[src/rtl/noc_flit_pkg.sv]
// noc_flit_pkg: shared definitions for the NoC flit receive endpoint.
//   Flit layout (131 bits): [1:0] type, [129:2] payload, [130] flit-present mark.
//   Also holds the flit type encoding and the receiver FSM state encoding.
package noc_flit_pkg;

  localparam int FLIT_W      = 131;
  localparam int PAYLOAD_W   = 128;
  localparam int TYPE_LSB    = 0;
  localparam int PAYLOAD_LSB = 2;
  localparam int MARK_BIT    = 130;

  typedef enum logic [1:0] {
    T_SINGLE = 2'b00,
    T_HEAD   = 2'b01,
    T_BODY   = 2'b10,
    T_TAIL   = 2'b11
  } flit_type_e;

  typedef enum logic {
    ST_IDLE   = 1'b0,
    ST_IN_PKT = 1'b1
  } rx_state_e;

endpackage

[src/rtl/flit_fifo.sv]
// flit_fifo: synchronous FIFO of DEPTH entries holding {payload, sop, eop}.
//   clk, rst   : rising-edge clock, synchronous active-low reset
//   push, din  : write one entry (caller only pushes while ready=1)
//   pop        : remove the head entry (ignored while empty)
//   dout       : head entry, forced to zero while empty
//   empty      : no entries held
//   ready      : registered "not full", low during reset
module flit_fifo #(
  parameter int DEPTH = 4,
  parameter int W     = 130
) (
  input  logic         clk,
  input  logic         rst,
  input  logic         push,
  input  logic [W-1:0] din,
  input  logic         pop,
  output logic [W-1:0] dout,
  output logic         empty,
  output logic         ready
);

  localparam int AW = $clog2(DEPTH);
  localparam int CW = AW + 1;

  logic [W-1:0]  mem [DEPTH];
  logic [AW-1:0] wr_ptr;
  logic [AW-1:0] rd_ptr;
  logic [CW-1:0] count;
  logic [CW-1:0] count_nxt;
  logic          full;
  logic          do_push;
  logic          do_pop;

  assign full    = (count == CW'(DEPTH));
  assign empty   = (count == '0);
  assign do_push = push && !full;
  assign do_pop  = pop && !empty;

  always_comb begin
    count_nxt = count;
    case ({do_push, do_pop})
      2'b10:   count_nxt = count + 1'b1;
      2'b01:   count_nxt = count - 1'b1;
      default: count_nxt = count;
    endcase
  end

  always_ff @(posedge clk) begin
    if (!rst) begin
      wr_ptr <= '0;
      rd_ptr <= '0;
      count  <= '0;
      ready  <= 1'b0;
    end else begin
      if (do_push) wr_ptr <= wr_ptr + 1'b1;
      if (do_pop)  rd_ptr <= rd_ptr + 1'b1;
      count <= count_nxt;
      ready <= (count_nxt != CW'(DEPTH));
    end
  end

  // Storage carries no reset; the head is masked while empty instead.
  always_ff @(posedge clk) begin
    if (do_push) mem[wr_ptr] <= din;
  end

  assign dout = empty ? '0 : mem[rd_ptr];

endmodule

[src/rtl/noc_flit_receiver.sv]
// noc_flit_receiver: receive-side NoC endpoint. Accepts 131-bit flits with a
// valid/ready handshake, checks per-packet type sequencing, buffers payloads
// in flit_fifo and presents them with start/end-of-packet markers.
//   clk, rst            : rising-edge clock, synchronous active-low reset
//   i_data, i_valid     : flit from router; o_ready = FIFO not full
//   o_payload/o_sop/o_eop/o_valid, i_ack : consumer side of the FIFO head
//   o_pkt_count         : completed packets, saturating
//   o_err_count, o_err  : dropped flits (saturating) and one-cycle drop pulse
// Build option: NOC_RX_CHECK_EN enables drop rules and the sequencing FSM;
// without it every accepted flit is pushed and sop/eop come from the type.
module noc_flit_receiver
  import noc_flit_pkg::*;
#(
  parameter int xcord = 0,
  parameter int ycord = 0,
  parameter int DEPTH = 4
) (
  input  logic                 clk,
  input  logic                 rst,
  input  logic [FLIT_W-1:0]    i_data,
  input  logic                 i_valid,
  output logic                 o_ready,
  output logic [PAYLOAD_W-1:0] o_payload,
  output logic                 o_sop,
  output logic                 o_eop,
  output logic                 o_valid,
  input  logic                 i_ack,
  output logic [15:0]          o_pkt_count,
  output logic [15:0]          o_err_count,
  output logic                 o_err
);

  // Tile coordinates are identification only.
  localparam int UNUSED_TILE = xcord + ycord;

  function automatic logic [15:0] sat_inc(input logic [15:0] v, input logic en);
    return (en && v != 16'hFFFF) ? v + 16'd1 : v;
  endfunction

  flit_type_e             ftype;
  logic [PAYLOAD_W-1:0]   payload;
  logic                   accept;
  logic                   push;
  logic                   sop;
  logic                   eop;
  logic                   pkt_inc;
  logic                   empty;
  logic                   pop;
  logic [PAYLOAD_W+1:0]   head;
  logic [15:0]            pkt_count_p1;

  assign ftype   = flit_type_e'(i_data[TYPE_LSB +: 2]);
  assign payload = i_data[PAYLOAD_LSB +: PAYLOAD_W];
  assign accept  = i_valid && o_ready;
  assign pop     = !empty && i_ack;

`ifdef NOC_RX_CHECK_EN
  rx_state_e   state;
  rx_state_e   state_nxt;
  logic        drop;
  logic        err_p1;
  logic [15:0] err_count_p1;

  always_ff @(posedge clk) begin
    if (!rst) state <= ST_IDLE;
    else      state <= state_nxt;
  end

  always_comb begin
    state_nxt = state;
    push      = 1'b0;
    sop       = 1'b0;
    eop       = 1'b0;
    pkt_inc   = 1'b0;
    drop      = 1'b0;
    if (accept) begin
      if (!i_data[MARK_BIT]) begin
        drop = 1'b1;
      end else if (state == ST_IDLE) begin
        case (ftype)
          T_SINGLE: begin push = 1'b1; sop = 1'b1; eop = 1'b1; pkt_inc = 1'b1; end
          T_HEAD:   begin push = 1'b1; sop = 1'b1; state_nxt = ST_IN_PKT; end
          default:  drop = 1'b1;
        endcase
      end else begin
        case (ftype)
          T_BODY: push = 1'b1;
          T_TAIL: begin push = 1'b1; eop = 1'b1; pkt_inc = 1'b1; state_nxt = ST_IDLE; end
          // An unexpected start abandons the partial packet already queued.
          default: begin drop = 1'b1; state_nxt = ST_IDLE; end
        endcase
      end
    end
  end

  // ---- p1: error pulse and drop counter ----
  always_ff @(posedge clk) begin
    if (!rst) begin
      err_p1       <= 1'b0;
      err_count_p1 <= '0;
    end else begin
      err_p1       <= drop;
      err_count_p1 <= sat_inc(err_count_p1, drop);
    end
  end

  assign o_err       = err_p1;
  assign o_err_count = err_count_p1;
`else
  logic unused_mark;

  assign unused_mark = i_data[MARK_BIT];
  assign push        = accept;
  assign sop         = (ftype == T_SINGLE) || (ftype == T_HEAD);
  assign eop         = (ftype == T_SINGLE) || (ftype == T_TAIL);
  assign pkt_inc     = accept && eop;
  assign o_err       = 1'b0;
  assign o_err_count = '0;
`endif

  // ---- p1: completed packet counter ----
  always_ff @(posedge clk) begin
    if (!rst) pkt_count_p1 <= '0;
    else      pkt_count_p1 <= sat_inc(pkt_count_p1, pkt_inc);
  end

  assign o_pkt_count = pkt_count_p1;

  flit_fifo #(
    .DEPTH (DEPTH),
    .W     (PAYLOAD_W + 2)
  ) u_fifo (
    .clk   (clk),
    .rst   (rst),
    .push  (push),
    .din   ({payload, sop, eop}),
    .pop   (pop),
    .dout  (head),
    .empty (empty),
    .ready (o_ready)
  );

  assign o_valid   = !empty;
  assign o_payload = head[PAYLOAD_W+1:2];
  assign o_sop     = head[1];
  assign o_eop     = head[0];

endmodule

[config.mk]
export PLATFORM = sky130hd
export DESIGN_NAME = noc_flit_receiver
export DESIGN_NICKNAME = d
export VERILOG_FILES = /design/src/rtl/noc_flit_pkg.sv /design/src/rtl/flit_fifo.sv /design/src/rtl/noc_flit_receiver.sv
export SDC_FILE = /design/constraint.sdc
export NUM_CORES = 1
export LEC_CHECK = 0
export ABC_CLOCK_PERIOD_IN_PS = 5740
export CAP_MARGIN = 30
export CORE_MARGIN = 2
export CORE_UTILIZATION = 50
export CTS_CLUSTER_DIAMETER = 120
export DETAILED_ROUTE_END_ITERATION = 6
export DONT_BUFFER_PORTS = 1
export PLACE_DENSITY_LB_ADDON = 0.05
export SYNTH_ARGS = -nofsm -noshare
export SYNTH_HDL_FRONTEND = slang
export SYNTH_HIERARCHICAL = 1
export SYNTH_SLANG_ARGS = --single-unit
[constraint.sdc]
create_clock -name clk -period 5.74 [get_ports clk]
set_input_delay 1.148 -clock clk [delete_from_list [all_inputs] [get_ports clk]]
set_output_delay 1.148 -clock clk [all_outputs]
set_load 0.03 [all_outputs]
==> results.md, run 1 <==
* Critical path launch point type: flop
* Worst slack, placed at 2408 ps
* Die W at 209.9 um
* Clk root buf: clkbuf_16
* First-pass GRT wire length at 61.95 mm
* Die ar. at 44060 um^2
* Sequential share of the synthesized area at 0.7612
* Hold_buf cts at 0
* Critical path class: flop to output pin
* Antenna violations before repair at 0
* TritonRoute pass-1 iters at 7
* I/O Buffers at 0
* HP Class: flop to flop
* Fin crit share at 0.6743
* Share of post-route cells with drive strength above 1 at 0.2327
* Worst-path clk slew at 60 ps
* DIE HEIGHT at 209.9 um
* Ant diodes at 0
* Post-synthesis register bit count at 546
* Worst Setup EP: o_payload[28]
* Hold Slack at 524.1 ps
* Finish-stage setup viols at 0
* Vias at 9362
* Total core area at 41850 um^2
* Final Hold Fails at 0
* Clock Skews at 21.28 ps
* Max-slew headroom at 0.3602
* Outcome: completed
* Ys async rst share at 0
* Std-Cell Rows at 75
* Initial core utilization at 0.5065
* Placed wire-length estimate at 24.06 mm
* Clock latency on the worst-skew pair at 600 ps
* CTS Buffer Depth at 3
* Worst EP required at 4590 ps
* R2r endpoint: u_fifo/ready
* Post-layout net count at 1180
* Largest net degree at the start of global routing at 69
* WL final at 41.01 mm
* H-tree depth at 2
* Grt ovf at 0
* Overall routing resource usage at 0.1896
* Cell area after synthesis at 21200 um^2
* Cts bufs inserted at 55
* R2r setup slk at 2790 ps
* Power, Total at 0.01141 W
* Cell count after synthesis at 1010
* CP Data Arrival Time at 2720 ps
* Antenna Nets Post-Route at 0
* Vias in the first global route at 9944
* Crit-path max FO at 49
* Initial drt markers at 472
* DRC at 0
* Max-Cap Viols at 0
* Worst Setup End Kind: output pin
* CTS tree: done
* Worst-margin pin slew at 951.0 ps
* FF-to-FF Start: u_fifo/count[0]
* Setup slack after layout at 1869 ps
* Library cells used by synthesis at 49
* Synth Flop Type: edfxtp_1
* Setup TNS at 0 ps
* Peak VDD IR at 0.0004466 V
* PwrDens at 482.3 nW/um^2
* Vias/cell at 5.772
* Wirelength per Cell at 25.28 um
* Layout Cells excl Fill at 1622
* Clock Sinks at 546
* Setup Fix Bufs, Post-CTS at 0
* Fmax at 258.4 MHz
* Final Wtd Congestion at 0.7138
* Leak at 7.277 nW
* Post_cts resized at 0
* Synth-to-Final Area Change at 11.59%
* Slew Viols, Final at 0
* IO Pins at 300
* RSZ-0062 raised after global routing: false
* Yosys warns at 6
* Syn avg cell area at 20.99 um^2
* Post-layout min period at 3871 ps
* Number of cells on the worst reg-to-reg path at 9
* Post-synth EDFFs at 520
* Placed cell count at 1518
[Yosys cell counts (4+ instances only)]
| cell | count | area, um^2 |
|---|---|---|
| dfxtp_1 | 26 | 520.5 |
| xor2_1 | 4 | 35.03 |
| nor2b_1 | 132 | 825.8 |
| edfxtp_1 | 520 | 15610 |
| clkbuf_1 | 20 | 75.07 |
| or4_1 | 6 | 45.04 |
| o31ai_1 | 9 | 67.56 |
| a21oi_1 | 14 | 70.07 |
| inv_1 | 15 | 56.30 |
| ha_1 | 8 | 100.1 |
| buf_1 | 4 | 15.01 |
| buf_2 | 15 | 75.07 |
| or3_1 | 4 | 25.02 |
| nand4_1 | 7 | 43.79 |
| nand3_1 | 6 | 30.03 |
| buf_6 | 11 | 123.9 |
| o311ai_0 | 4 | 35.03 |
| nand2_1 | 12 | 45.04 |
| buf_4 | 17 | 127.6 |
| o21ai_0 | 7 | 35.03 |
| nor2_1 | 4 | 15.01 |
| mux4_2 | 130 | 2928 |
| and3_1 | 4 | 25.02 |
[placed cells by master, fill, tap and decap left out, types with 8 or more instances in the layout]
master and n:
nand2_1 12, clkinv_1 8, mux4_2 130, clkbuf_16 56, buf_4 13, o31ai_1 9
clkinv_2 15, nor2b_1 132, dfxtp_1 24, a21oi_1 14, inv_1 15, bufinv_16 8
conb_1 17, edfxtp_1 520, ha_1 8
[layer usage]
metal,up-vias,wire length [um],track usage
li1,4102,-,-
met1,4963,16620,0.2409
met2,251,19990,0.3053
met3,46,3710,0.07467
met4,0,682,0.05429
met5,-,0,0
[per-stage QoR]
step | cell area [um^2] | utilization
after global routing | 23650 | 0.5652
final | 23650 | 0.5652
after floorplan | 21260 | -
after detailed placement | 21790 | 0.5206
after CTS | 23650 | 0.5652
after global placement | 21770 | 0.5201
[critical path: stages, from the launching register on]
cell,delay (ps)
dfxtp_4,510
buf_4,640
mux4_2,330
nor2b_1,620
[power breakdown]
part / total [W] / switching, W / internal (W) / leakage, nW
Combinational: 0.00289 / 0.00212 / 0.000768 / 1.42
Clock: 0.00362 / 0.00146 / 0.00216 / 0.910
Sequential: 0.00490 / 0.000125 / 0.00477 / 4.95
Total: 0.0114 / 0.00371 / 0.00770 / 7.28
[registers in the layout (all words and copies together) (netlist names), named ones only]
signal and flops:
u_fifo/mem 520, o_pkt_count 16, u_fifo/count 3, u_fifo/rd_ptr 2
u_fifo/wr_ptr 2, u_fifo/ready 1
[layout make-up]
type / count / area [um^2]
clock buffer: 64 / 1441
multi-input combinational: 398 / 4676
timing repair buffer: 20 / 237.7
sequential: 546 / 16140
inverter: 15 / 56.30
clock inverter: 40 / 425.4
fill: 3121 / 18200
tap: 539 / 674.4
[worst min-delay path by stage]
stage                          start               end  cells past startpoint
floorplan           u_fifo/rd_ptr[1]              flop                      2
global placement    u_fifo/rd_ptr[1]              flop                      2
detailed placement  u_fifo/rd_ptr[1]              flop                      2
CTS                 u_fifo/rd_ptr[1]  u_fifo/rd_ptr[1]                      2
global route        u_fifo/rd_ptr[1]  u_fifo/rd_ptr[1]                      2
finish              u_fifo/rd_ptr[1]  u_fifo/rd_ptr[1]                      2
[logic make-up (layout without fill, tap and decap cells)]
group,after synthesis,after routing,share of synthesized area
flops,546,546,0.7612
simple gates,194,194,0.05708
mux,132,132,0.1391
buf+inv,82,139,0.02231
compound gates,42,42,0.01287
fa+ha+maj,9,9,0.005667
xor+xnor,4,4,0.001653
other cells,1,17,0.0001769
No activity file was read; power rests on OpenSTA's default activity.
==> run 2, diff against run 1 <==
- ABC_CLOCK_PERIOD_IN_PS: 5740 -> 3620
- clock period: 5.74 -> 3.62 ns (I/O delays scaled with it)
==> results.md, run 2 (synthesis gave the netlist of run 1 again) <==
* Finish-stage setup viols at 0
* Cts bufs inserted at 55
* Hold Path Sink: u_fifo/mem[3][128]
* HP Class: primary input to flop
* Worst-margin pin slew at 935.3 ps
* Vias at 9292
* Max-slew headroom at 0.3707
* FF-to-FF Start: u_fifo/count[2]
* Worst EP required at 2900 ps
* First-pass GRT wire length at 60.72 mm
* Overall routing resource usage at 0.1858
* WL final at 40.55 mm
* Wirelength per Cell at 24.99 um
* Setup slack after layout at 524.6 ps
* Hold depth at 0
* Vias in the first global route at 9674
* R2r endpoint: u_fifo/ready
* Peak VDD IR at 0.0005737 V
* Fin crit share at 0.8551
* Post_cts resized at 0
* Number of cells on the worst reg-to-reg path at 8
* Hold Crit Start: i_data[128]
* Antenna violations before repair at 0
* Post-route cell area at 23520 um^2
* DRC at 0
* Outcome: completed
* Vias/cell at 5.725
* Clock Sinks at 546
* Placed cell count at 1525
* Slew Viols, Final at 0
* CTS Buffer Depth at 3
* CTS tree: done
* Post-DP Area at 21930 um^2
* Largest net degree at the start of global routing at 81
* Worst slack, placed at 914.8 ps
* IO Pins at 300
* R2r setup slk at 1110 ps
* Setup TNS at 0 ps
* Worst-path clk slew at 60 ps
* PwrDens at 744.2 nW/um^2
* Clock latency on the worst-skew pair at 590 ps
* TritonRoute pass-1 iters at 6
* Die ar. at 44060 um^2
* Share of post-route cells with drive strength above 1 at 0.2205
* Initial core utilization at 0.5065
* Ant diodes at 0
* Fmax at 323.1 MHz
* I/O Buffers at 0
* Critical path launch point type: flop
* Commonest non-fill, non-tap cell in the layout: edfxtp_1
* Most frequent cells in the layout: 520 x edfxtp_1, 132 x nor2b_1, 130 x mux4_2
* Filler cell count in the final layout at 3158
* Post-layout min period at 3095 ps
* Antenna Nets Post-Route at 0
* Clock Skews at 18.35 ps
* Crit-path max FO at 40
* Grt ovf at 0
* Final Wtd Congestion at 0.7410
* Std-Cell Rows at 75
* Final core occ at 0.5621
* CP Data Arrival Time at 2370 ps
* RSZ-0062 raised after global routing: false
* Max FFs per register at 520
* Setup Fix Bufs, Post-CTS at 0
* Initial drt markers at 537
* H-tree depth at 2
* Placed wire-length estimate at 23.85 mm
* Worst Setup End Kind: output pin
* Reg with most FFs: u_fifo/mem
* Layout Cells excl Fill at 1623
* Clk root buf: clkbuf_16
* Synth-to-Final Area Change at 10.97%
* Post-layout net count at 1187
* Critical path class: flop to output pin
* Hold_buf cts at 0
* Final Hold Fails at 0
* Die W at 209.9 um
* Leak at 7.201 nW
* Total core area at 41850 um^2
* Max-Cap Viols at 0
* DIE HEIGHT at 209.9 um
## run 2: cell count changes in the layout (fill, tap and decap cells not counted), sizes merged
cell	delta
clkinv	-7
clkbuf	+9
buf	+7
inv	+2
bufinv	-7
clkinvlp	-3
## run 2: report_power, final
| group | internal (W) | switching (W) | total (W) |
|---|---|---|---|
| clock | 0.00286 | 0.00221 | 0.00507 |
| combinational | 0.00129 | 0.00342 | 0.00471 |
| sequential | 0.00756 | 0.000166 | 0.00773 |
## run 2: through the flow
stage | hold slack [ps] | total power (W)
floorplan | 484.7 | 0.01171
global placement | 503.3 | 0.01267
detailed placement | 514.6 | 0.01269
CTS | 184.3 | 0.01780
global route | 194.2 | 0.01825
finish | 224.1 | 0.01751
## run 2: worst max-delay path by stage
stage,from,endpoint,cells past startpoint
3_3_place_gp,i_data[0],o_pkt_count[5],6
3_5_place_dp,i_data[0],o_pkt_count[5],6
2_1_floorplan,i_valid,u_fifo/mem[0][0],3
5_1_grt,flop,o_payload[51],3
4_1_cts,flop,o_payload[51],3
6_report,flop,o_payload[95],3
## run 2: layout make-up
cell class | instances | area (um^2) | area share
clock inverters | 25 | 152.6 | 0.006489
well taps | 539 | 674.4 | 0.02867
multi-input cells | 398 | 4676 | 0.1988
clock buffers | 73 | 1444 | 0.06138
inverters | 15 | 56.30 | 0.002393
repair buffers | 27 | 377.9 | 0.01606
flip-flops and latches | 546 | 16140 | 0.6862
## run 2: critical path, stage by stage, from the launching register on
cell and delay, ps:
dfxtp_4 580, buf_12 290, mux4_2 250, nor2b_1 620
## run 2: layer usage
metal	wire length (um)	part of all wire	GRT usage	vias up
met5	0	0	0	-
met4	803	0.020	0.05454	0
met3	4025	0.099	0.08155	62
met2	19000	0.47	0.2867	259
met1	16720	0.41	0.2411	4852
li1	-	-	-	4119
==> run 3, diff against run 2 <==
- HOLD_SLACK_MARGIN: not set -> 0.1
- SYNTH_HIERARCHICAL: 1 -> not set
- TNS_END_PERCENT: not set -> 30
==> results.md, run 3 <==
* Clk root buf: clkbuf_16
* Overall routing resource usage at 0.1891
* Most frequent cells in the layout: 520 x edfxtp_1, 131 x and2_1, 130 x mux4_2
* Antenna Nets Post-Route at 0
* Worst slack, placed at 907.0 ps
* Commonest non-fill, non-tap cell in the layout: edfxtp_1
* Post-synth EDFFs at 520
* Post_cts resized at 0
* DRC at 0
* Leading area contributor after synthesis: edfxtp_1
* Library cells used by synthesis at 47
* Worst EP required at 2900 ps
* Worst-margin pin slew at 727.0 ps
* Die ar. at 43980 um^2
* Grt ovf at 0
* Commonest cells post-synth: 520 x edfxtp_1, 135 x and2_1, 130 x mux4_2, 26 x dfxtp_1, 21 x clkbuf_1
* Initial drt markers at 437
* Setup slack after layout at 371.0 ps
* Most common cell in the netlist: edfxtp_1
* WL final at 41.11 mm
* Cell count after synthesis at 996
* CP Data Arrival Time at 2520 ps
* Ant diodes at 0
* Max-Cap Viols at 0
* Fmax at 307.8 MHz
* Setup Fix Bufs, Post-CTS at 0
* Power, Total at 0.01868 W
* RSZ-0062 raised after global routing: false
* First-pass GRT wire length at 61.37 mm
* Total core area at 41850 um^2
* Max-slew headroom at 0.5148
* Post-DP Area at 21880 um^2
* Clock latency on the worst-skew pair at 590 ps
* Worst Setup End Kind: output pin
* Antenna violations before repair at 0
* Synth Flop Type: edfxtp_1
* Reg with most FFs: u_fifo.mem
* Std-Cell Rows at 75
* Setup TNS at 0 ps
* CTS tree: done
* Share of post-route cells with drive strength above 1 at 0.2303
* Filler cell count in the final layout at 3113
* Outcome: completed
* Peak VDD IR at 0.0005551 V
* Synth area leaders: edfxtp_1 74%, mux4_2 14%, and2_1 4.0%, dfxtp_1 2.5%, buf_6 0.64%
* Placed wire-length estimate at 24.88 mm
* Crit-path max FO at 20
* Fin crit share at 0.8975
* CTS Buffer Depth at 3
* Finish-stage setup viols at 0
* HP Class: primary input to flop
* Post-route cell area at 23510 um^2
* Cts bufs inserted at 54
* I/O Buffers at 0
* Syn avg cell area at 21.24 um^2
* Hold_buf cts at 0
* Post-synthesis register bit count at 546
* Ys async rst share at 0
* Initial core utilization at 0.5056
* Leak at 7.309 nW
* Clock Sinks at 546
* Slew Viols, Final at 0
* PwrDens at 794.3 nW/um^2
* DIE HEIGHT at 209.7 um
* Cell area after synthesis at 21160 um^2
* Largest net degree at the start of global routing at 73
* Max FFs per register at 520
* Post-layout min period at 3249 ps
* Vias at 9238
* Final Wtd Congestion at 0.7095
* Critical path class: flop to output pin
* Clock Skews at 10.54 ps
* Post-layout net count at 1172
* H-tree depth at 2
* Vias/cell at 5.749
* Critical path launch point type: flop
* Final Hold Fails at 0
* TritonRoute pass-1 iters at 6
* Synth top area share at 0.7380
* Synth-to-Final Area Change at 11.12%
* Sequential share of the synthesized area at 0.7626
* IO Pins at 300
* Wirelength per Cell at 25.58 um
* Vias in the first global route at 9651
* Yosys warns at 0
* Die W at 209.7 um
* Worst-path clk slew at 60 ps
[run 3: metrics by stage]
stage | util | hold slack, ps | instances
global route | 0.5618 | 192.6 | 1607
floorplan | - | 484.7 | 1012
detailed placement | 0.5228 | 511.1 | 1511
finish | 0.5618 | 228.9 | 1607
global placement | 0.5228 | 503.1 | 1511
CTS | 0.5618 | 186.2 | 1607
[run 3: power breakdown]
| part | switching (W) | internal, W | leakage [nW] | total [W] |
|---|---|---|---|---|
| clock | 0.00219 | 0.00297 | 0.812 | 0.00517 |
| sequential | 0.000208 | 0.00743 | 4.93 | 0.00764 |
| combinational | 0.00409 | 0.00178 | 1.57 | 0.00587 |
| total | 0.00649 | 0.0122 | 7.31 | 0.0187 |
[run 3: routing by layer]
layer | up-vias | GRT usage | share of wire
met3 | 50 | 0.06958 | 0.083
met2 | 237 | 0.3081 | 0.50
met5 | - | 0 | 0
met1 | 4897 | 0.2403 | 0.40
met4 | 0 | 0.05454 | 0.017
li1 | 4054 | - | -
[run 3: layout make-up]
cell class / count / area [um^2] / area share
multi-input combinational: 389 / 4638 / 0.1973
clock buffer: 65 / 1414 / 0.06014
inverter: 11 / 41.29 / 0.001756
tap: 539 / 674.4 / 0.02868
clock inverter: 31 / 217.7 / 0.009260
timing repair buffer: 26 / 382.9 / 0.01628
sequential: 546 / 16140 / 0.6866
[run 3: worst paths after layout]
path,endpoint,start,slack [ps],cells after the start
max,o_payload[25],flop,370,3
min,u_fifo.mem[3][59],i_data[59],230,0
max reg2reg,u_fifo.ready,u_fifo.count[0],1100,8
min reg2reg,u_fifo.rd_ptr[1],u_fifo.rd_ptr[1],520,2
[run 3: critical path: stages, from the launching register on]
cell     delay (ps)
dfxtp_4         660
buf_4           410
mux4_2          570
and2_1          290
[run 3: logic make-up after synthesis]
family / count (synthesis) / share of synthesized area
buffers and inverters: 77 / 0.02176
other: 1 / 0.0001772
xor gates and xnor gates: 6 / 0.002484
and+or+nand+nor: 193 / 0.05771
DFF: 546 / 0.7626
AOI/OAI and AO/OA: 31 / 0.009817
adders and majority gates: 9 / 0.005677
muxes: 133 / 0.1398
